$ cat config.mk
export PLATFORM = sky130hd
export DESIGN_NAME = prize_renderer
export DESIGN_NICKNAME = d
export VERILOG_FILES = /design/src/rtl/prize_renderer.sv
export SDC_FILE = /design/constraint.sdc
export NUM_CORES = 1
export LEC_CHECK = 0
export CELL_PAD_IN_SITES_DETAIL_PLACEMENT = 1
export CELL_PAD_IN_SITES_GLOBAL_PLACEMENT = 2
export CORE_UTILIZATION = 25
export DETAILED_ROUTE_END_ITERATION = 12
export PLACE_DENSITY = 0.8
export SYNTH_ARGS = -nofsm -noshare
export SYNTH_HDL_FRONTEND = slang
export SYNTH_SLANG_ARGS = --single-unit
$ cat constraint.sdc
create_clock -name clk -period 3 [get_ports clk]
set_clock_uncertainty 0.05 [all_clocks]
set_input_delay 0.6 -clock clk [delete_from_list [all_inputs] [get_ports clk]]
set_output_delay 0.6 -clock clk [all_outputs]
set_load 0.03 [all_outputs]
$ cat src/rtl/prize_renderer.sv
// prize_renderer: draws spinning coin prizes from prize_controller's tile
// description, plus a short diagonal "sparkle" on the tile where a prize
// was just collected. The pixel output is registered one cycle after the
// prize_controller outputs. Together with prize_controller's own register,
// that puts it two cycles after pixelX/pixelY.
module prize_renderer #(
    parameter int FRAMES_PER_STEP = 6,
    parameter int SPARKLE_FRAMES  = 16
) (
    input  logic        clk,
    input  logic        resetN,
    input  logic        startOfFrame,
    input  logic [10:0] pixelX,
    input  logic [10:0] pixelY,
    input  logic [2:0]  prize_type,
    input  logic [10:0] tileTopLeftX,
    input  logic [10:0] tileTopLeftY,
    input  logic [1:0]  random_prize_color,
    input  logic        prize_collision,
    input  logic [10:0] bumpy_x,
    input  logic [10:0] bumpy_y,
    output logic        drawingRequest,
    output logic [7:0]  RGBout,
    output logic        sparkle_active
);

    localparam int              DIV_W      = (FRAMES_PER_STEP > 1) ? $clog2(FRAMES_PER_STEP) : 1;
    localparam logic [DIV_W-1:0] DIV_LAST  = DIV_W'(FRAMES_PER_STEP - 1);
    localparam logic [7:0]      SPK_LOAD   = 8'(SPARKLE_FRAMES);
    localparam logic [0:0]      ST_IDLE    = 1'b0;
    localparam logic [0:0]      ST_SPARKLE = 1'b1;
    localparam logic [2:0]      TYPE_FREE  = 3'b000;
    localparam logic [2:0]      TYPE_REGU  = 3'b001;

    // Coin palette selected by prize_controller's random colour.
    function automatic logic [7:0] coin_color(input logic [1:0] sel);
        case (sel)
            2'b00:   coin_color = 8'hFC;
            2'b01:   coin_color = 8'hF0;
            2'b10:   coin_color = 8'hFF;
            default: coin_color = 8'h1F;
        endcase
    endfunction

    // Spin phase 0..5 maps to frame index 0,1,2,3,2,1.
    // The frame index selects the coin's half-width.
    function automatic logic signed [6:0] half_width(input logic [2:0] phase);
        case (phase)
            3'd0:         half_width = 7'sd16;
            3'd1, 3'd5:   half_width = 7'sd11;
            3'd2, 3'd4:   half_width = 7'sd5;
            default:      half_width = 7'sd2;
        endcase
    endfunction

    // ---- stage p1: pixel coordinates aligned with prize_controller outputs
    logic [10:0] px_p1_q, py_p1_q;

    // Delay the raw pixel position by one cycle to match the tile description.
    always_ff @(posedge clk) begin
        px_p1_q <= pixelX;
        py_p1_q <= pixelY;
    end

    logic [10:0]       off_x_full, off_y_full;
    logic [5:0]        off_x, off_y;
    logic signed [6:0] dx, hw;

    assign off_x_full = px_p1_q - tileTopLeftX;
    assign off_y_full = py_p1_q - tileTopLeftY;
    assign off_x      = off_x_full[5:0];
    assign off_y      = off_y_full[5:0];
    assign dx         = $signed({1'b0, off_x}) - 7'sd32;

    // ---- spin animation: frame divider and phase
    logic [DIV_W-1:0] div_q, div_d;
    logic [2:0]       phase_q, phase_d;

    // Count frames; every FRAMES_PER_STEP frames, advance the phase 0..5.
    always_comb begin
        div_d   = div_q;
        phase_d = phase_q;
        if (startOfFrame) begin
            if (div_q == DIV_LAST) begin
                div_d   = '0;
                phase_d = (phase_q == 3'd5) ? 3'd0 : phase_q + 3'd1;
            end else begin
                div_d = div_q + 1'b1;
            end
        end
    end

    // Spin state registers.
    always_ff @(posedge clk or negedge resetN) begin
        if (!resetN) begin
            div_q   <= '0;
            phase_q <= 3'd0;
        end else begin
            div_q   <= div_d;
            phase_q <= phase_d;
        end
    end

    assign hw = half_width(phase_q);

    // ---- sparkle FSM
    logic [0:0]  state_q, state_d;
    logic [7:0]  cnt_q, cnt_d;
    logic [10:0] sx_q, sx_d, sy_q, sy_d;
    logic        coll_prev_q, armed_q, armed_d;
    logic        coll_rise;

    // armed_q is cleared by reset and set once the collision input is seen low.
    // A collision that is already high when reset is released cannot trigger.
    // It must fall and rise again first.
    assign armed_d   = armed_q | ~prize_collision;
    assign coll_rise = prize_collision & ~coll_prev_q & armed_q;

    // Trigger or retrigger on a collision edge (load beats decrement).
    // Otherwise, count frames down while sparkling.
    always_comb begin
        state_d = state_q;
        cnt_d   = cnt_q;
        sx_d    = sx_q;
        sy_d    = sy_q;
        if (coll_rise) begin
            sx_d    = {bumpy_x[10:6], 6'b0};
            sy_d    = {bumpy_y[10:6], 6'b0};
            cnt_d   = SPK_LOAD;
            state_d = ST_SPARKLE;
        end else if (state_q == ST_SPARKLE && startOfFrame) begin
            cnt_d = cnt_q - 8'd1;
            if (cnt_q == 8'd1) begin
                state_d = ST_IDLE;
            end
        end
    end

    // Sparkle state registers.
    always_ff @(posedge clk or negedge resetN) begin
        if (!resetN) begin
            state_q     <= ST_IDLE;
            cnt_q       <= 8'd0;
            sx_q        <= 11'd0;
            sy_q        <= 11'd0;
            coll_prev_q <= 1'b0;
            armed_q     <= 1'b0;
        end else begin
            state_q     <= state_d;
            cnt_q       <= cnt_d;
            sx_q        <= sx_d;
            sy_q        <= sy_d;
            coll_prev_q <= prize_collision;
            armed_q     <= armed_d;
        end
    end

    assign sparkle_active = (state_q == ST_SPARKLE);

    // ---- pixel classification
    logic       coin_hit, sparkle_hit, draw_d;
    logic [5:0] diag_sum;
    logic [7:0] rgb_d;

    assign diag_sum    = off_x + off_y;
    assign coin_hit    = (prize_type == TYPE_REGU) && (dx >= -hw) && (dx < hw)
                         && (off_y >= 6'd16) && (off_y < 6'd48);
    assign sparkle_hit = sparkle_active && (tileTopLeftX == sx_q) && (tileTopLeftY == sy_q)
                         && (prize_type == TYPE_FREE)
                         && ((off_x == off_y) || (diag_sum == 6'd63));

    // Coin has priority over sparkle; the colour is forced to zero when nothing is drawn.
    always_comb begin
        draw_d = coin_hit | sparkle_hit;
        rgb_d  = 8'h00;
        if (coin_hit) begin
            rgb_d = coin_color(random_prize_color);
        end else if (sparkle_hit) begin
            rgb_d = cnt_q[0] ? 8'hFF : 8'hFC;
        end
    end

    // ---- stage p2: registered drawing request and colour
    logic       draw_p2_q;
    logic [7:0] rgb_p2_q;

    // Output register for the VGA mux.
    always_ff @(posedge clk or negedge resetN) begin
        if (!resetN) begin
            draw_p2_q <= 1'b0;
            rgb_p2_q  <= 8'h00;
        end else begin
            draw_p2_q <= draw_d;
            rgb_p2_q  <= rgb_d;
        end
    end

    assign drawingRequest = draw_p2_q;
    assign RGBout         = rgb_p2_q;

endmodule

---- Word level (Yosys, flattened, before mapping) ----
Cells that the tools add are included.
cells by class
  $add $sub $neg .......................... 8
  $lt $le $gt $ge ......................... 4
  equality and inequality tests ........... 13
  mux-type cells .......................... 12
  bitwise logic cells ..................... 6
  reduce and logical (&&, ||, !) cells .... 19
operators with widths
  operator             count
  $mux 8               4
  $pmux 8 s3           1
  $eq 11x11->1         2
  $pmux 5 s3           1
  $sub 6x6->6          2
  $eq 3x3->1 const B   3
  $logic_and 1x1->1    9
  $eq 8x1->1 const B   1
  $sub 8x1->8 const B  1
  $ge 7x7->1           1
  $lt 7x7->1           1
  $neg 7->7            1
  $sub 6x6->7 const B  1
  $add 3x1->3 const B  2
  $add 6x6->6          1
  $eq 3x1->1 const B   2
  $eq 6x6->1           1
  $eq 6x6->1 const B   1
  $ge 6x5->1 const B   1
  $logic_not 3->1      2
  $lt 6x6->1 const B   1
  $mux 3               2
  $reduce_and 2->1     2
  $reduce_bool 2->1    2
  11 further kinds     17
word-level totals
  register bits ........................... 48
  bits of input ports ..................... 75
  output and inout bits ................... 10
  logic and storage cells ................. 74

---- Depth between registers and ports, before layout ----
Gate-level depths: netlist of the first run.
  depth after elaboration ................. 10
  depth in mapped cells ................... 14
  mapped depth without buffers ............ 14

---- Worst setup path after synthesis of the first run ----
No wires, ideal clock.
  path type ............................... in2reg
  start ................................... input tileTopLeftX[0]
  end ..................................... register rgb_p2_q[6], in the netlist RGBout[6]
  library setup time ...................... 79 ps
  arrival time ............................ 2981 ps
  path slack .............................. -111 ps
  cell stages on the path ................. 13
  path buffers ............................ 0
  cell sequence ........................... ha_1 -> fa_1 -> inv_1 -> a21o_1 -> a21oi_1 -> xnor2_1 -> ha_1 -> or4_1 -> nor2_1 -> o21ai_0 -> a21oi_1 -> mux2i_1 -> mux2i_1
on the way
  longest elaborated chain between the ends .. 8
RTL lines
  element                          RTL line  source
  start, declared                  16        input logic [10:0] tileTopLeftX,
  $sub 6x6->6                      69        assign off_x_full = px_p1_q - tileTopLeftX;
  $sub 6x6->7                      73        assign dx = $signed({1'b0, off_x}) - 7'sd32;
  $ge 7x7->1                       166       assign coin_hit = (prize_type == TYPE_REGU) && (dx >= -hw) && (dx < hw)
  $logic_and 1x1->1 (2 in series)  166
  $logic_and 1x1->1 (2 in series)  167       && (off_y >= 6'd16) && (off_y < 6'd48);
  $mux 8 (*)                       176       if (coin_hit) begin
  end signal, assigned             194       rgb_p2_q <= rgb_d;
  end, declared                    185       logic [7:0] rgb_p2_q;
Mark *: on every way between the ends. The rest lies on a longest branch, timed or not.
A chain may end at the register's enable or synchronous reset.

---- Worst setup path in the final report of the first run ----
  start ................................... input tileTopLeftX[1]
  end ..................................... register rgb_p2_q[6], in the netlist RGBout[6]
Same word-level chain as after synthesis.

==> results of run 1 <==
[path summary, 6_finish.rpt]
path,to,slack (ps),cells past startpoint
max,RGBout[6],70,12
min,armed_q,430,1
max reg2reg,RGBout[6],120,15
min reg2reg,armed_q,430,1
max in group asynchronous,phase_q[1],1960,2
min in group asynchronous,phase_q[0],620,2
[cell usage after synthesis, types with 5 or more instances]
cell	number	share of area [%]
sky130_fd_sc_hd__a21o_1	7	1.9
sky130_fd_sc_hd__a21oi_1	14	2.5
sky130_fd_sc_hd__buf_4	5	1.4
sky130_fd_sc_hd__dfrtp_1	31	28
sky130_fd_sc_hd__dfxtp_1	12	8.7
sky130_fd_sc_hd__ha_1	29	13
sky130_fd_sc_hd__inv_1	27	3.7
sky130_fd_sc_hd__nand2_1	48	6.5
sky130_fd_sc_hd__nor2_1	12	1.6
sky130_fd_sc_hd__nor2b_1	5	1.1
sky130_fd_sc_hd__nor4_1	6	1.4
sky130_fd_sc_hd__o21ai_0	9	1.6
sky130_fd_sc_hd__xnor2_1	24	7.6
sky130_fd_sc_hd__xor2_1	5	1.6
[cells by family (layout without fill, tap and decap cells)]
logic type	Yosys count	count (layout)	share of synthesized area, %
fa+ha+maj	32	32	15.3
other cells	1	2	0.136
xor+xnor	31	31	10.8
flops	43	43	36.8
simple gates	106	106	19.1
compound gates	45	45	11.0
mux	4	4	1.50
buf+inv	34	139	5.30
[flip-flops by register name, summed over array words and instances, names as in the netlist, 3 cells and up]
| register | flops |
|---|---|
| cnt_q | 8 |
| px_p1_q | 6 |
| py_p1_q | 6 |
| sx_q | 5 |
| sy_q | 5 |
| RGBout | 3 |
| div_q | 3 |
| phase_q | 3 |
[power by group]
part | total (mW) | internal (mW) | switching [mW]
clock network | 0.426 | 0.191 | 0.234
registers | 0.807 | 0.695 | 0.113
logic | 1.34 | 0.700 | 0.640
total | 2.57 | 1.59 | 0.988
[critical path: cells and delay by family]
family	cells	cell delay, ps
multiplexers	1	160
buffers and inverters	2	160
AND/OR/NAND/NOR	4	910
AO/OA/AOI/OAI	3	680
adder cells (fa/ha/maj)	2	560
[layer usage]
metal	global-route usage (%)	vias up	share of wire [%]
met2	26.0	44	52
li1	-	1208	-
met3	3.53	14	4.6
met4	5.68	0	2.2
met1	15.2	1131	42
met5	0	-	0
[area by class of cell]
cell class / instances / area, µm² / area share [%]
Clock inverter: 1 / 8.76 / 0.208
Inverter: 27 / 101 / 2.41
Antenna cell: 1 / 2.50 / 0.0595
Multi-Input combinational cell: 219 / 1890 / 44.9
Tap cell: 136 / 170 / 4.05
Clock buffer: 7 / 86.3 / 2.05
Timing Repair Buffer: 104 / 927 / 22.0
Sequential cell: 43 / 1020 / 24.2
[what timing repair did]
action                                  CTS  global route
pin swaps                                16            15
buffers inserted                          2             4
resized for setup                        47            32
endpoints found under the setup margin    4             4
==> insert_results.sql, run 1 <==
INSERT INTO impl_metrics (metric_group, metric, value, unit) VALUES
('clocking', 'ctsRootBufferMaster', 'sky130_fd_sc_hd__clkbuf_8', ''),
('synth', 'synthesis.area', '0.00276', 'mm²'),
('worst_setup_path', 'path_class', 'primary input to flip-flop', ''),
('clocking', 'numCtsBuffers', '5', ''),
('finish', 'layout_common_cells', 'sky130_fd_sc_hd__clkdlybuf4s50_1, sky130_fd_sc_hd__nand2_1, sky130_fd_sc_hd__buf_4', ''),
('placed_design', 'numPlacedInstances', '523', ''),
('floorplanning', 'fp.dieH', '107', 'µm'),
('worst_setup_path', 'worstPathRequired', '3140', 'ps'),
('clocking', 'count_of_hold_buffers_inserted_by_post_cts_repair', '0', ''),
('floorplanning', 'die-area', '0.0115', 'mm²'),
('global_route', 'grt_start_max_net_pins', '32', ''),
('clocking', 'tritoncts', 'yes', ''),
('min_path', 'hold_path.class', 'flip-flop to flip-flop', ''),
('clocking', 'ctsLongestPathBuffers', '2', ''),
('floorplanning', 'coreArea', '0.0105', 'mm²'),
('power_and_ir_drop', 'power_density', '612', 'mW/mm²'),
('clocking', 'path_clk_slew', '90', 'ps'),
('finish', 'instances_no_fill', '538', ''),
('synth', 'number_of_enable_flip_flop_cells_after_synthesis', '0', ''),
('route', 'drtPass1Iterations', '4', ''),
('power_and_ir_drop', 'peakVddDrop', '0.173', 'mV'),
('worst_setup_path', 'crit_path_start_kind', 'primary input', ''),
('clocking', 'clk-insertion-delay-late', '310', 'ps'),
('placed_design', 'estimated_wirelength_of_the_detail_placed_design', '5.85', 'mm'),
('finish', 'final_common_cell', 'sky130_fd_sc_hd__clkdlybuf4s50_1', ''),
('sta', 'hold-worst-slack', '427', 'ps'),
('sta', 'post-route-period-util', '97.7', '%'),
('synth', 'synth_ff_type', 'sky130_fd_sc_hd__dfrtp_1', ''),
('worst_setup_path', 'crit_path_top_delay_cell', 'sky130_fd_sc_hd__or4_4', ''),
('route', 'post_drt_via_cell_ratio', '4.46', ''),
('sta', 'report.final.setup_viol', '0', ''),
('route', 'avgRoutedWirePerCell', '13.9', 'µm'),
('global_route', 'first_pass_grt_wire_length', '12.6', 'mm'),
('finish', 'drive_above_1_share', '27.4', '%'),
('synth', 'synth_seq_area_share', '36.8', '%'),
('worst_setup_path', 'worst-endpoint-arrival', '3070', 'ps'),
('sta', 'final_max_slew_viol_count', '0', ''),
('route', 'route.antenna.remaining_nets', '0', ''),
('worst_setup_path', 'worst_setup_path_end_kind', 'flip-flop', ''),
('synth', 'number_of_distinct_library_cell_variants_in_the_gate_level_netlist_after_synthesis', '46', ''),
('run', 'max_cap_violations', '0', ''),
('worst_setup_path', 'worst_reg2reg_startpoint', 'py_p1_q[0]', ''),
('placed_design', 'port_buffers', '62', ''),
('finish', 'final_area', '0.00421', 'mm²'),
('global_route', 'via_count_of_the_first_global_routing_pass', '2720', ''),
('worst_setup_path', 'critical_path.cell_chain', 'buf_4 -> inv_1 -> ha_1 -> nor2b_4 -> o31a_1 -> or4_4 -> o311a_4 -> ha_4 -> nor2b_1 -> nor4b_2 -> o2111ai_2 -> mux2i_1', ''),
('synth', 'fraction_of_synthesis_flops_using_an_asynchronous_set_or_reset_pin', '72.1', '%'),
('floorplanning', 'floorplan.io_pins', '85', ''),
('synth', 'synth_cells', '296', ''),
('worst_setup_path', 'crit_path_max_fanout', '4', ''),
('finish', 'final_core_utilization', '40.0', '%'),
('outcome', 'outcome', 'complete, no violations', ''),
('route', 'totalWireLength', '7.51', 'mm'),
('power_and_ir_drop', 'power.leakage', '1.87', 'nW'),
('placed_design', 'globalplace.congestion', '0.768', ''),
('synth', 'synth.ff_latch_count', '43', ''),
('sta', 'clock.fmax', '0.341', 'GHz'),
('worst_setup_path', 'setup.worst_path.start', 'tileTopLeftX[1]', ''),
('route', 'route.vias.total', '2397', ''),
('synth', 'synth_nets', '403', ''),
('power_and_ir_drop', 'power.total', '2.57', 'mW'),
('route', 'drt_iter0_drc', '54', ''),
('floorplanning', 'initial_utilization', '26.3', '%'),
('floorplanning', 'fp.dieW', '107', 'µm'),
('global_route', 'global_route.usage.total', '14.1', '%'),
('sta', 'finalHoldViolCount', '0', ''),
('clocking', 'cts.htree.levels', '2', ''),
('worst_setup_path', 'cp_slowest_stage_delay', '430', 'ps'),
('sta', 'final.setup.tns', '0', 'ps'),
('sta', 'layout_min_cycle_time', '2930', 'ps'),
('synth', 'ys_warn_count', '0', '');
(Power assumes the default switching activity.)
==> run 2, diff against run 1 <==
--- a/config.mk
+++ b/config.mk
@@ -5,10 +5,12 @@
 export SDC_FILE = /design/constraint.sdc
 export NUM_CORES = 1
 export LEC_CHECK = 0
+export ABC_CLOCK_PERIOD_IN_PS = 3000
 export CELL_PAD_IN_SITES_DETAIL_PLACEMENT = 1
 export CELL_PAD_IN_SITES_GLOBAL_PLACEMENT = 2
 export CORE_UTILIZATION = 25
 export DETAILED_ROUTE_END_ITERATION = 12
+export GPL_ROUTABILITY_DRIVEN = 0
 export PLACE_DENSITY = 0.8
 export SYNTH_ARGS = -nofsm -noshare
 export SYNTH_HDL_FRONTEND = slang
==> results of run 2 <==
The final DEF is identical to that of run 1; final timing and power are the same.
